`config.mk`:
```
export PLATFORM = sky130hd
export DESIGN_NAME = sram_arbiter_flat
export DESIGN_NICKNAME = d
export VERILOG_FILES = /design/src/rtl/sram_arbiter_if.sv /design/src/rtl/sram_arbiter.sv /design/src/flat_wrapper.sv
export SDC_FILE = /design/constraint.sdc
export NUM_CORES = 1
export LEC_CHECK = 0
export CAP_MARGIN = 25
export CELL_PAD_IN_SITES_DETAIL_PLACEMENT = 0
export CELL_PAD_IN_SITES_GLOBAL_PLACEMENT = 1
export CORE_MARGIN = 5
export CORE_UTILIZATION = 26
export CTS_CLUSTER_DIAMETER = 200
export DETAILED_ROUTE_END_ITERATION = 10
export PLACE_DENSITY_LB_ADDON = 0.1
export SYNTH_ARGS = -nofsm -noshare
export SYNTH_HDL_FRONTEND = slang
export SYNTH_SLANG_ARGS = --single-unit
```
`constraint.sdc`:
```
create_clock -name clk -period 2.6 [get_ports clk]
set_clock_uncertainty 0.05 [all_clocks]
set_input_delay 0.26 -clock clk [delete_from_list [all_inputs] [get_ports clk]]
set_output_delay 0.26 -clock clk [all_outputs]
set_load 0.01 [all_outputs]
```
`src/rtl/sram_arbiter_if.sv`:
```
// Requester, response and SRAM port-B/write-port signals shared by sram_arbiter and its environment.
// The slave modport is the arbiter's view; the master modport is the requesters' and SRAM's view.
interface sram_arbiter_if #(
  parameter int l2_num_words = 12
);
  logic                    req_valid_0;
  logic                    req_valid_1;
  logic                    req_ready_0;
  logic                    req_ready_1;
  logic                    req_write_0;
  logic                    req_write_1;
  logic [l2_num_words-1:0] req_addr_0;
  logic [l2_num_words-1:0] req_addr_1;
  logic [31:0]             req_wdata_0;
  logic [31:0]             req_wdata_1;
  logic [3:0]              req_be_0;
  logic [3:0]              req_be_1;
  logic                    rsp_valid_0;
  logic                    rsp_valid_1;
  logic [31:0]             rsp_rdata_0;
  logic [31:0]             rsp_rdata_1;
  logic                    sram_read_enable;
  logic [l2_num_words-1:0] sram_addr_read;
  logic [31:0]             sram_data_read;
  logic                    sram_write_enable;
  logic [l2_num_words-1:0] sram_addr_write;
  logic [31:0]             sram_data_to_write;

  modport slave (
    input  req_valid_0, req_valid_1, req_write_0, req_write_1,
    input  req_addr_0, req_addr_1, req_wdata_0, req_wdata_1, req_be_0, req_be_1,
    input  sram_data_read,
    output req_ready_0, req_ready_1, rsp_valid_0, rsp_valid_1, rsp_rdata_0, rsp_rdata_1,
    output sram_read_enable, sram_addr_read, sram_write_enable, sram_addr_write, sram_data_to_write
  );

  modport master (
    output req_valid_0, req_valid_1, req_write_0, req_write_1,
    output req_addr_0, req_addr_1, req_wdata_0, req_wdata_1, req_be_0, req_be_1,
    output sram_data_read,
    input  req_ready_0, req_ready_1, rsp_valid_0, rsp_valid_1, rsp_rdata_0, rsp_rdata_1,
    input  sram_read_enable, sram_addr_read, sram_write_enable, sram_addr_write, sram_data_to_write
  );
endinterface

```
`src/rtl/sram_arbiter.sv`:
```
// Two-requester arbiter for SRAM read port B plus the write port, with read-modify-write for
// byte-enabled writes. Define SRAM_ARB_RR_EN for round-robin; otherwise requester 0 has fixed priority.
module sram_arbiter #(
  parameter int l2_num_words = 12
) (
  input logic           clk,
  input logic           rst,
  sram_arbiter_if.slave bus
);
  typedef enum logic [1:0] {
    IDLE      = 2'd0,
    RSP_READ  = 2'd1,
    RSP_WRITE = 2'd2,
    RMW_MERGE = 2'd3
  } state_t;

  state_t                  state_r;
  state_t                  state_next_s;
  logic                    grant_r;
  logic [l2_num_words-1:0] addr_r;
  logic [31:0]             wdata_r;
  logic [3:0]              be_r;

  logic                    grant_s;
  logic                    accept_s;
  logic                    sel_write_s;
  logic [l2_num_words-1:0] sel_addr_s;
  logic [31:0]             sel_wdata_s;
  logic [3:0]              sel_be_s;

  // Per byte: take the new byte where enabled, otherwise keep the stored one.
  function automatic logic [31:0] merge_bytes(input logic [31:0] old_word,
                                              input logic [31:0] new_word,
                                              input logic [3:0]  be);
    logic [31:0] merged;
    for (int n = 0; n < 4; n++) begin
      merged[8*n +: 8] = be[n] ? new_word[8*n +: 8] : old_word[8*n +: 8];
    end
    return merged;
  endfunction

`ifdef SRAM_ARB_RR_EN
  logic last_r;

  // Round-robin winner: on a tie, the requester that did not win last time.
  always_comb begin
    if (bus.req_valid_0 && bus.req_valid_1) begin
      grant_s = ~last_r;
    end else if (bus.req_valid_1) begin
      grant_s = 1'b1;
    end else begin
      grant_s = 1'b0;
    end
  end

  // Last-granted pointer; reset to 1 so requester 0 wins the first tie.
  always_ff @(posedge clk) begin
    if (rst) begin
      last_r <= 1'b1;
    end else if (accept_s) begin
      last_r <= grant_s;
    end
  end
`else
  // Fixed-priority winner: requester 0 whenever it is valid.
  always_comb begin
    if (bus.req_valid_0) begin
      grant_s = 1'b0;
    end else if (bus.req_valid_1) begin
      grant_s = 1'b1;
    end else begin
      grant_s = 1'b0;
    end
  end
`endif

  // Payload of the arbitration winner.
  always_comb begin
    if (grant_s) begin
      sel_write_s = bus.req_write_1;
      sel_addr_s  = bus.req_addr_1;
      sel_wdata_s = bus.req_wdata_1;
      sel_be_s    = bus.req_be_1;
    end else begin
      sel_write_s = bus.req_write_0;
      sel_addr_s  = bus.req_addr_0;
      sel_wdata_s = bus.req_wdata_0;
      sel_be_s    = bus.req_be_0;
    end
  end

  // Next state, handshake, response and SRAM drive; everything is held at zero during reset.
  always_comb begin
    state_next_s           = state_r;
    accept_s               = 1'b0;
    bus.req_ready_0        = 1'b0;
    bus.req_ready_1        = 1'b0;
    bus.rsp_valid_0        = 1'b0;
    bus.rsp_valid_1        = 1'b0;
    bus.rsp_rdata_0        = 32'd0;
    bus.rsp_rdata_1        = 32'd0;
    bus.sram_read_enable   = 1'b0;
    bus.sram_addr_read     = {l2_num_words{1'b0}};
    bus.sram_write_enable  = 1'b0;
    bus.sram_addr_write    = {l2_num_words{1'b0}};
    bus.sram_data_to_write = 32'd0;
    if (rst) begin
      state_next_s = IDLE;
    end else begin
      case (state_r)
        IDLE: begin
          if (bus.req_valid_0 || bus.req_valid_1) begin
            accept_s        = 1'b1;
            bus.req_ready_0 = ~grant_s;
            bus.req_ready_1 = grant_s;
            if (!sel_write_s) begin
              bus.sram_read_enable = 1'b1;
              bus.sram_addr_read   = sel_addr_s;
              state_next_s         = RSP_READ;
            end else if (sel_be_s == 4'b1111) begin
              bus.sram_write_enable  = 1'b1;
              bus.sram_addr_write    = sel_addr_s;
              bus.sram_data_to_write = sel_wdata_s;
              state_next_s           = RSP_WRITE;
            end else if (sel_be_s == 4'b0000) begin
              state_next_s = RSP_WRITE;
            end else begin
              // Partial write: fetch the old word now, merge next cycle.
              bus.sram_read_enable = 1'b1;
              bus.sram_addr_read   = sel_addr_s;
              state_next_s         = RMW_MERGE;
            end
          end else begin
            state_next_s = IDLE;
          end
        end
        RSP_READ: begin
          bus.rsp_valid_0 = ~grant_r;
          bus.rsp_valid_1 = grant_r;
          bus.rsp_rdata_0 = grant_r ? 32'd0 : bus.sram_data_read;
          bus.rsp_rdata_1 = grant_r ? bus.sram_data_read : 32'd0;
          state_next_s    = IDLE;
        end
        RSP_WRITE: begin
          bus.rsp_valid_0 = ~grant_r;
          bus.rsp_valid_1 = grant_r;
          state_next_s    = IDLE;
        end
        RMW_MERGE: begin
          bus.sram_write_enable  = 1'b1;
          bus.sram_addr_write    = addr_r;
          bus.sram_data_to_write = merge_bytes(bus.sram_data_read, wdata_r, be_r);
          bus.rsp_valid_0        = ~grant_r;
          bus.rsp_valid_1        = grant_r;
          state_next_s           = IDLE;
        end
        default: begin
          state_next_s = IDLE;
        end
      endcase
    end
  end

  // State register and latched request payload.
  always_ff @(posedge clk) begin
    if (rst) begin
      state_r <= IDLE;
      grant_r <= 1'b0;
      addr_r  <= {l2_num_words{1'b0}};
      wdata_r <= 32'd0;
      be_r    <= 4'd0;
    end else begin
      state_r <= state_next_s;
      if (accept_s) begin
        grant_r <= grant_s;
        addr_r  <= sel_addr_s;
        wdata_r <= sel_wdata_s;
        be_r    <= sel_be_s;
      end
    end
  end
endmodule

```
`src/flat_wrapper.sv`:
```
// flat-port wrapper written by rule: the top's interface ports become plain ports
module sram_arbiter_flat 
#(
  parameter int l2_num_words = 12
)
  (clk, rst, bus_req_valid_0, bus_req_valid_1, bus_req_write_0, bus_req_write_1, bus_req_addr_0, bus_req_addr_1, bus_req_wdata_0, bus_req_wdata_1, bus_req_be_0, bus_req_be_1, bus_sram_data_read, bus_req_ready_0, bus_req_ready_1, bus_rsp_valid_0, bus_rsp_valid_1, bus_rsp_rdata_0, bus_rsp_rdata_1, bus_sram_read_enable, bus_sram_addr_read, bus_sram_write_enable, bus_sram_addr_write, bus_sram_data_to_write);
  sram_arbiter_if #(.l2_num_words(l2_num_words)) bus_i ();
  input logic clk;
  input logic rst;
  input wire logic [$bits(bus_i.req_valid_0)-1:0] bus_req_valid_0;
  input wire logic [$bits(bus_i.req_valid_1)-1:0] bus_req_valid_1;
  input wire logic [$bits(bus_i.req_write_0)-1:0] bus_req_write_0;
  input wire logic [$bits(bus_i.req_write_1)-1:0] bus_req_write_1;
  input wire logic [$bits(bus_i.req_addr_0)-1:0] bus_req_addr_0;
  input wire logic [$bits(bus_i.req_addr_1)-1:0] bus_req_addr_1;
  input wire logic [$bits(bus_i.req_wdata_0)-1:0] bus_req_wdata_0;
  input wire logic [$bits(bus_i.req_wdata_1)-1:0] bus_req_wdata_1;
  input wire logic [$bits(bus_i.req_be_0)-1:0] bus_req_be_0;
  input wire logic [$bits(bus_i.req_be_1)-1:0] bus_req_be_1;
  input wire logic [$bits(bus_i.sram_data_read)-1:0] bus_sram_data_read;
  output wire logic [$bits(bus_i.req_ready_0)-1:0] bus_req_ready_0;
  output wire logic [$bits(bus_i.req_ready_1)-1:0] bus_req_ready_1;
  output wire logic [$bits(bus_i.rsp_valid_0)-1:0] bus_rsp_valid_0;
  output wire logic [$bits(bus_i.rsp_valid_1)-1:0] bus_rsp_valid_1;
  output wire logic [$bits(bus_i.rsp_rdata_0)-1:0] bus_rsp_rdata_0;
  output wire logic [$bits(bus_i.rsp_rdata_1)-1:0] bus_rsp_rdata_1;
  output wire logic [$bits(bus_i.sram_read_enable)-1:0] bus_sram_read_enable;
  output wire logic [$bits(bus_i.sram_addr_read)-1:0] bus_sram_addr_read;
  output wire logic [$bits(bus_i.sram_write_enable)-1:0] bus_sram_write_enable;
  output wire logic [$bits(bus_i.sram_addr_write)-1:0] bus_sram_addr_write;
  output wire logic [$bits(bus_i.sram_data_to_write)-1:0] bus_sram_data_to_write;
  assign bus_i.req_valid_0 = bus_req_valid_0;
  assign bus_i.req_valid_1 = bus_req_valid_1;
  assign bus_i.req_write_0 = bus_req_write_0;
  assign bus_i.req_write_1 = bus_req_write_1;
  assign bus_i.req_addr_0 = bus_req_addr_0;
  assign bus_i.req_addr_1 = bus_req_addr_1;
  assign bus_i.req_wdata_0 = bus_req_wdata_0;
  assign bus_i.req_wdata_1 = bus_req_wdata_1;
  assign bus_i.req_be_0 = bus_req_be_0;
  assign bus_i.req_be_1 = bus_req_be_1;
  assign bus_i.sram_data_read = bus_sram_data_read;
  assign bus_req_ready_0 = bus_i.req_ready_0;
  assign bus_req_ready_1 = bus_i.req_ready_1;
  assign bus_rsp_valid_0 = bus_i.rsp_valid_0;
  assign bus_rsp_valid_1 = bus_i.rsp_valid_1;
  assign bus_rsp_rdata_0 = bus_i.rsp_rdata_0;
  assign bus_rsp_rdata_1 = bus_i.rsp_rdata_1;
  assign bus_sram_read_enable = bus_i.sram_read_enable;
  assign bus_sram_addr_read = bus_i.sram_addr_read;
  assign bus_sram_write_enable = bus_i.sram_write_enable;
  assign bus_sram_addr_write = bus_i.sram_addr_write;
  assign bus_sram_data_to_write = bus_i.sram_data_to_write;
  sram_arbiter #(.l2_num_words(l2_num_words)) u_core (.clk(clk), .rst(rst), .bus(bus_i));
endmodule
```
Yosys cells after proc, flatten, opt, wreduce, memory -nomap -nowiden
Cells that the tools add are included.

operators by class
  equality and inequality tests = 4
  multiplexer cells = 61
  bitwise operators = 2
  reduce and logical (&&, ||, !) cells = 4

operators by type and width
  kind                                                                    number
  32-bit 2-to-1 mux                                                       11
  12-bit 2-to-1 mux                                                       11
  32-bit one-hot mux with 2 select lines                                  1
  8-bit 2-to-1 mux                                                        4
  1-bit 2-to-1 mux                                                        27
  12-bit one-hot mux with 2 select lines                                  1
  2-bit 2-to-1 mux                                                        3
  2-bit equality test (second input constant)                             2
  4-bit equality test (second input constant)                             1
  4-bit zero test                                                         1
  4-bit 2-to-1 mux                                                        1
  2-bit one-hot mux with 2 select lines                                   1
  3-bit OR reduction                                                      1
  2-bit by 1-bit equality test with 1-bit output (second input constant)  1
  2-bit zero test                                                         1
  1-bit inverter                                                          2
  1-bit one-hot mux with 2 select lines                                   1
  1-bit logical OR                                                        1

storage, ports and cells
  register bits after elaboration = 51
  input port bits = 134
  output and inout port bits = 126
  word-level logic and storage cells = 76

Logic depth before layout (Yosys ltp)
Gate-level depths: netlist of run 1.

  depth in word-level cells = 10
  mapped depth = 8
  gate-level depth less buffers = 5

Least setup slack after synthesis of run 1
OpenSTA, ideal clock, no wires.

  path type = reg2out
  start = register u_core.state_r[0]
  end = output port bus_sram_data_to_write[10]
  arrival = 1777 ps
  path slack = 513 ps
  cell stages (with the launch flop) = 9
  buffers on the path = 3
  cells stage by stage = dfxtp_1 inv_1 ha_1 or2_1 buf_2 or2_1 clkbuf_1 clkbuf_1 o32ai_1

between the ends
  longest elaborated chain between the ends = 3

RTL lines
  item                                                           RTL line             source
  from (decl)                                                    sram_arbiter.sv:17   state_t state_r;
  from (signal assigned)                                         sram_arbiter.sv:173  state_r <= state_next_s;
  2-bit equality test / 2-bit zero test (equally long branches)  sram_arbiter.sv:110  case (state_r)
  32-bit one-hot mux with 2 select lines (*)                     sram_arbiter.sv:110
  32-bit 2-to-1 mux (*)                                          sram_arbiter.sv:107  if (rst) begin
  to (decl)                                                      flat_wrapper.sv:31   output wire logic [$bits(bus_i.sram_data_to_write)-1:0] bus_sram_data_to_write;

Every way passes the cells marked *; elsewhere a longest branch is shown, timed or not.

Worst setup path after layout of run 1
  start = input port bus_req_be_1[0]
  end = output port bus_sram_addr_read[8]

between the ends
  longest elaborated chain between the ends = 8

RTL lines
  item                   RTL line             source
  from (decl)            flat_wrapper.sv:19   input wire logic [$bits(bus_i.req_be_1)-1:0] bus_req_be_1;
  4-bit 2-to-1 mux (*)   sram_arbiter.sv:79   if (grant_s) begin
  4-bit zero test        sram_arbiter.sv:125  end else if (sel_be_s == 4'b0000) begin
  12-bit 2-to-1 mux      sram_arbiter.sv:125
  12-bit 2-to-1 mux (*)  sram_arbiter.sv:120  end else if (sel_be_s == 4'b1111) begin
  12-bit 2-to-1 mux (*)  sram_arbiter.sv:116  if (!sel_write_s) begin
  12-bit 2-to-1 mux (*)  sram_arbiter.sv:112  if (bus.req_valid_0 || bus.req_valid_1) begin
  12-bit 2-to-1 mux (*)  sram_arbiter.sv:110
  12-bit 2-to-1 mux (*)  sram_arbiter.sv:107
  to (decl)              flat_wrapper.sv:28   output wire logic [$bits(bus_i.sram_addr_read)-1:0] bus_sram_addr_read;

Marked as above.

==> reports/metrics.yaml, run 1 <==
setup_path:
  startpoint_type: "primary input"
  r2r_slack_ns: 0.45
  crit_chain: "clkdlybuf4s50_1 > buf_4 > or4_1 > a21oi_2 > buf_6 > buf_4 > nor4_1 > dlygate4sd2_1"
  slowest_stage: "or4_1"
  crit_type: "primary input to output port"
  cp_num_buf_inv: 5
  worst-endpoint-required_ns: 2.29
  cp-end-kind: "output port"
  crit_fanout: 5
  cp_slowest_stage_delay_ns: 0.56
  cp.arrival_ns: 2.24
  cpMostUsedCell: "buf_4"
  cp_top_family: "buffers and inverters"
pwr:
  power_frac_seq: 0.378
  p_per_area_nw_per_um2: 353.9
  p_sw_frac: 0.2963
  p_int_mw: 1.797
  comb_power_share: 0.364
  finalPower_mw: 2.554
  power_frac_clock: 0.258
  p_leak_nw: 3.016
  max-vdd-ir-drop_v: 0.0002468
  switchingPower_uw: 756.7
hold_path:
  hp-class: "primary input to flop"
floorplan:
  die_h_um: 134.2
  core_um2: 15150
  fp-row-count: 45
  initial_core_util: 0.2648
  chipWidth_um: 134.2
  die_area_um2: 18010
  ios: 260
routing:
  wl_met3_um: 1059
  drt-vias-per-instance: 4.847
  routedLengthMet1_um: 7044
  wl_per_cell_um: 18.31
  ant_nets: 0
  wl_met2_um: 8718
  num_vias: 4513
  routed.top_layer: "met4"
  first_pass_iters: 4
  drc_errors: 0
  routed_wirelength_um: 17050
  drtIter0Drc: 136
finish:
  insertedDiodeCount: 0
  layout-drive-gt1-share: 0.1669
  area.growth.synth_to_final_pct: 79.94
  fillers: 1517
  final_nets: 881
  final_cell_count_no_fill: 931
place:
  place_ws_ns: -0.2320
  hpwl_um: 13170
  placedCellCount: 920
  io_buffers: 259
  routabilityCongestion: 0.8224
global_routing:
  grt_max_degree: 28
  grt_usage: 0.1813
  antenna_found_initial: 0
  grt_pass1_wl_um: 26300
  grt-ovfl-total: 0
  grt_pass1_vias: 4861
clock_network:
  insertion_delay_ns: 0.29
  ctsHtreeMaxLevel: 2
  cts_made_buffers: 5
  path_clk_slew_ns: 0.07
  cts_max_path_buffers: 2
  cts-root-buf: "clkbuf_16"
  clock_sinks: 51
  cts_tree: "built"
synthesis:
  yosys_warnings: 0
  synth-seq-area-share: 0.2546
  syn_area_um2: 4010
  syn-num-nets: 593
  ys_types: 33
  syn_avg_cell_area_um2: 8.813
  ys_ff_latch: 51
  synthCells: 455
sta:
  tightest_slew_ns: 0.7258
  rsz0062_at_grt: "no"
  period_minus_slack_ns: 2.546
  slew_headroom: 0.5162
  finalMaxSlewViolations: 0
  final.period_utilization: 0.9791
  fmax_mhz: 392.8
  finalHoldViolCount: 0
  holdWs_ns: 0.3385
  fin_ws_ns: 0.05440
  setup_viol: 0
flow_run:
  max_cap_violations: 0
run_status:
  run_status: "complete, no violations"
## per-stage QoR
step	instance area (µm²)	TNS, ns	util
floorplan	4010	0	-
global placement	7139	-8.230	0.4714
detailed placement	7139	-9.200	0.4714
CTS	7312	0	0.4828
global route	7216	0	0.4764
finish	7216	0	0.4764
## layout make-up
| class | instances | area (µm²) | area share |
|---|---|---|---|
| clock buffer | 6 | 138.9 | 0.01925 |
| clock inverter | 1 | 5.005 | 0.0006936 |
| inverter | 5 | 18.77 | 0.002601 |
| multi-input combinational | 350 | 2746 | 0.3806 |
| sequential | 51 | 1021 | 0.1415 |
| tap | 188 | 235.2 | 0.03260 |
| timing repair buffer | 330 | 3050 | 0.4228 |
## Yosys cell counts, drive strengths merged
cell type	n	area share
or4	3	0.0056
a21oi	16	0.020
nor2	4	0.0037
and2	65	0.10
nand4	2	0.0031
buf	28	0.045
nand3b	1	0.0019
nor3	4	0.0050
nand3	1	0.0012
and2b	1	0.0019
or2	3	0.0047
ha	4	0.012
o32a	1	0.0025
clkbuf	21	0.020
nor4	12	0.019
o31ai	12	0.022
nand2	17	0.016
nor3b	1	0.0019
inv	5	0.0047
a211oi	13	0.026
nor2b	1	0.0016
nand2b	38	0.059
a21boi	1	0.0019
o32ai	32	0.072
mux2i	117	0.29
o22ai	1	0.0016
dfxtp	51	0.25
## tightest hold or removal path: cells and delay by family
kind                   cells  cell delay [ns]
muxes                      1             0.06
buffers and inverters      1             0.19
and+or+nand+nor            1             0.13
## what timing repair did
item / 4_1_cts / 5_1_grt
setup endpoints to repair: 58 / 47
pin swaps: 0 / 2
hold buffers: 0 / 0
buffers inserted: 3 / 0
gates cloned: 1 / 0
gates resized for setup: 98 / 66
## per-layer routing
layer,track usage,up-vias
met5,0,-
met4,0.03676,0
met3,0.04989,17
met2,0.3296,136
met1,0.2132,2119
li1,-,2241
## worst paths after layout
kind	endpoint	start	cells after the start
worst min register to register	u_core.wdata_r[28]$_SDFFE_PP0P_	u_core.wdata_r[28]$_SDFFE_PP0P_	2
worst max-delay path	bus_sram_addr_read[8]	bus_req_be_1[0]	8
worst min-delay path	u_core.wdata_r[28]$_SDFFE_PP0P_	rst	3
worst max register to register	u_core.be_r[1]$_SDFFE_PP0P_	u_core.state_r[1]$_SDFF_PP0_	6
## cells in the final DEF, fill, tap and decap left out, drive strengths merged, types with 2 or more instances in the layout
cell type | Yosys | routed
nor4 | 12 | 12
o31ai | 12 | 12
dlygate4sd2 | 0 | 23
dfxtp | 51 | 51
a21oi | 16 | 16
o32ai | 32 | 32
nor2 | 4 | 4
mux2i | 117 | 117
nand2b | 38 | 38
ha | 4 | 4
clkdlybuf4s50 | 0 | 200
nor3 | 4 | 4
nand2 | 17 | 17
or2 | 3 | 3
clkbuf | 21 | 32
a211oi | 13 | 13
buf | 28 | 72
or4 | 3 | 3
and2 | 65 | 65
inv | 5 | 5
clkdlybuf4s15 | 0 | 7
nand4 | 2 | 2
## flip-flops by register name (all words and copies together), names as in the netlist
name and cells:
u_core.wdata_r 32, u_core.addr_r 12, u_core.be_r 4, u_core.state_r 2, u_core.grant_r 1
## power groups by stage
| stage | Clock, mW | Combinational (mW) | Sequential, mW |
|---|---|---|---|
| after floorplan | 0 | 0.466 | 0.931 |
| after global placement | 0 | 0.928 | 0.979 |
| after detailed placement | 0 | 0.942 | 0.982 |
| after CTS | 0.691 | 0.942 | 0.965 |
| after global routing | 0.717 | 1.01 | 0.978 |
| final | 0.660 | 0.929 | 0.964 |
## cell families after synthesis
group	after synthesis	synth area share
flip-flops	51	0.2546
AO/OA/AOI/OAI	76	0.1457
adder cells (fa/ha/maj)	4	0.01248
AND/OR/NAND/NOR	153	0.2259
multiplexers	117	0.2920
buffers and inverters	54	0.06927
(Power assumes the default switching activity.)
==> run 2, diff against run 1 <==
- CORE_UTILIZATION: 26 -> 23
- clock period: 2.6 -> 2.1 ns (I/O delays scaled with it)
==> run 2 against run 1 <==
  * The flow now finishes with violations (setup timing)
  * Routed wire length up 18%
  * First-iteration DRC count decreased by 2.2%
  * Clock power grew 37%
  * Combinational power increased by 64%
  * Worst hold slack worse by 0.0070 ns
  * Sequential cell count did not move
  * Critical path type is now flop to output port
==> reports/metrics.yaml, run 2 (synthesis results as in run 1) <==
run_status:
  run_status: "finished, violations left"  # was complete, no violations
  violations: "setup timing"
routing:
  ant_nets: 0  # unchanged
  num_vias: 4846  # was 4513
  drc_errors: 0  # unchanged
  wl_per_cell_um: 19.56  # was 18.31 µm
  first_pass_iters: 4  # unchanged
  drt-vias-per-instance: 4.728  # was 4.847
  routed_wirelength_um: 20050  # was 17050 µm
  drtIter0Drc: 133  # was 136
setup_path:
  timing.rr.start: "u_core.state_r[1]$_SDFF_PP0_"  # unchanged
  reg2regPathDepth: 10  # was 6
  worst_r2r_endpoint: "u_core.addr_r[8]$_SDFFE_PP0P_"  # was u_core.be_r[1]$_SDFFE_PP0P_
  critical_path.startpoint: "u_core.state_r[1]$_SDFF_PP0_"  # was bus_req_be_1[0]
  crit_type: "flop to output port"  # was primary input to output port
  cp-end-kind: "output port"  # unchanged
  cp.arrival_ns: 2.05  # was 2.24 ns
  r2r_slack_ns: 0.10  # was 0.45 ns
  slowest_stage: "o32a_4"  # was or4_1
  crit_chain: "inv_4 > ha_4 > nand2_2 > o32a_4 > clkbuf_16 > o32ai_2 > buf_2"  # was clkdlybuf4s50_1 > buf_4 > or4_1 > a21oi_2 > buf_6 > buf_4 > nor4_1 > dlygate4sd2_1
  startpoint_type: "flop"  # was primary input
  worst-endpoint-required_ns: 1.84  # was 2.29 ns
  crit_fanout: 7  # was 5
  cp_slowest_stage_delay_ns: 0.50  # was 0.56 ns
  crit_path_end: "bus_sram_data_to_write[24]"  # was bus_sram_addr_read[8]
global_routing:
  grt_usage: 0.1927  # was 0.1813
  antenna_found_initial: 0  # unchanged
  grt-ovfl-total: 0  # unchanged
  grt_pass1_wl_um: 30290  # was 26300 µm
  grt_max_degree: 31  # was 28
  grt_pass1_vias: 5213  # was 4861
sta:
  setup_viol: 86  # was 0
  slew_headroom: 0.6038  # was 0.5162
  fin_ws_ns: -0.2130  # was 0.05440 ns
  setup_tns_ns: -10.18  # was 0 ns
  finalHoldViolCount: 0  # unchanged
  holdWs_ns: 0.3315  # was 0.3385 ns
  tightest_slew_ns: 0.5777  # was 0.7258 ns
  rsz0062_at_grt: "yes"  # was no
  fmax_mhz: 432.3
  final.period_utilization: 1.101
  period_minus_slack_ns: 2.313
  finalMaxSlewViolations: 0  # unchanged
clock_network:
  clock_sinks: 51  # unchanged
  holdBufCountCts: 0  # unchanged
  insertion_delay_ns: 0.30  # was 0.29 ns
  cts-root-buf: "clkbuf_16"  # unchanged
  cts_max_path_buffers: 2  # unchanged
  path_clk_slew_ns: 0.08  # was 0.07 ns
  cts_tree: "built"  # unchanged
  cts_made_buffers: 5  # unchanged
  ctsHtreeMaxLevel: 2  # unchanged
floorplan:
  die_h_um: 142.0  # was 134.2 µm
  chipWidth_um: 142.0  # was 134.2 µm
  ios: 260  # unchanged
  core_um2: 17180  # was 15150 µm²
  initial_core_util: 0.2335  # was 0.2648
  fp-row-count: 48  # was 45
  die_area_um2: 20180  # was 18010 µm²
place:
  place_ws_ns: -0.6197  # was -0.2320 ns
  placedCellCount: 977  # was 920
  placed_area_um2: 7353  # was 7139 µm²
  hpwl_um: 13810  # was 13170 µm
  routabilityCongestion: 0.8572  # was 0.8224
  io_buffers: 259  # unchanged
finish:
  final_nets: 937  # was 881
  fillers: 1688  # was 1517
  final_cell_area_um2: 8382  # was 7216 µm²
  top_register: "u_core.wdata_r"  # unchanged
  insertedDiodeCount: 0  # unchanged
  final_cell_mix: "clkdlybuf4s50_1 (122), mux2i_1 (116), buf_2 (97), buf_4 (89), and2_1 (60)"  # was clkdlybuf4s50_1 (200), mux2i_1 (116), and2_1 (65), buf_4 (62), dfxtp_1 (51)
  layout-drive-gt1-share: 0.4100  # was 0.1669
  final_common_cell: "clkdlybuf4s50_1"  # unchanged
  largest_reg_flops: 32  # unchanged
  utilization: 0.4880  # was 0.4764
  reg_top3: "u_core.wdata_r: 32 flops, u_core.addr_r: 12 flops, u_core.be_r: 4 flops"  # unchanged
  area.growth.synth_to_final_pct: 109.0  # was 79.94%
  final_cell_count_no_fill: 1025  # was 931
hold_path:
  hold_start: "rst"  # unchanged
  hp-class: "primary input to flop"  # unchanged
flow_run:
  max_cap_violations: 0  # unchanged
pwr:
  finalPower_mw: 3.587  # was 2.554 mW
  p_leak_nw: 3.729  # was 3.016 nW
  max-vdd-ir-drop_v: 0.0003285  # was 0.0002468 V
  p_per_area_nw_per_um2: 427.9  # was 353.9 nW/µm²
[run 2: metal layers]
metal / up-vias / routed length, µm / GRT usage
li1: 2353 / - / -
met1: 2319 / 8711 / 0.2409
met2: 162 / 9808 / 0.3319
met3: 12 / 1293 / 0.05175
met4: 0 / 232 / 0.04293
met5: - / 0 / 0
[run 2: worst min-delay path by stage]
stage                                            endpoint  slack (ns)  depth (start not counted)
after floorplan              u_core.state_r[1]$_SDFF_PP0_        0.30                          2
after global placement    u_core.wdata_r[19]$_SDFFE_PP0P_        0.41                          2
after detailed placement  u_core.wdata_r[31]$_SDFFE_PP0P_        0.42                          2
after CTS                   u_core.addr_r[3]$_SDFFE_PP0P_        0.33                          3
after global routing       u_core.addr_r[10]$_SDFFE_PP0P_        0.35                          3
final                      u_core.addr_r[10]$_SDFFE_PP0P_        0.33                          3
[run 2: area by class of cell]
cell class | count | area (µm²) | share of cell area
sequential | 51 | 1023 | 0.1221
timing repair buffer | 386 | 3447 | 0.4113
inverter | 5 | 23.77 | 0.002836
clock buffer | 7 | 152.6 | 0.01821
tap | 225 | 281.5 | 0.03359
multi-input combinational | 350 | 3446 | 0.4111
clock inverter | 1 | 7.507 | 0.0008957
[run 2: timing repair]
item | 4_1_cts | 5_1_grt
buffers inserted | 24 | 5
pin swaps | 17 | 22
gates resized for setup | 589 | 73
endpoints found under the setup margin | 125 | 122
cloned | 12 | 1
hold endpoints to repair | 0 | 0
[run 2: power breakdown]
group	leakage, nW	internal [mW]	total [mW]	switching, mW
clock network	0.0761	0.508	0.906	0.398
registers	0.423	1.09	1.16	0.0717
logic	3.23	0.823	1.52	0.698
total	3.73	2.42	3.59	1.17
[run 2: critical path: cells and delay by family, from the launching register on]
| kind | cells | cell delay, ns |
|---|---|---|
| AND/OR/NAND/NOR | 1 | 0.06 |
| flip-flops | 1 | 0.34 |
| buffers and inverters | 3 | 0.46 |
| AO/OA/AOI/OAI | 2 | 0.74 |
| adder cells (fa/ha/maj) | 1 | 0.15 |
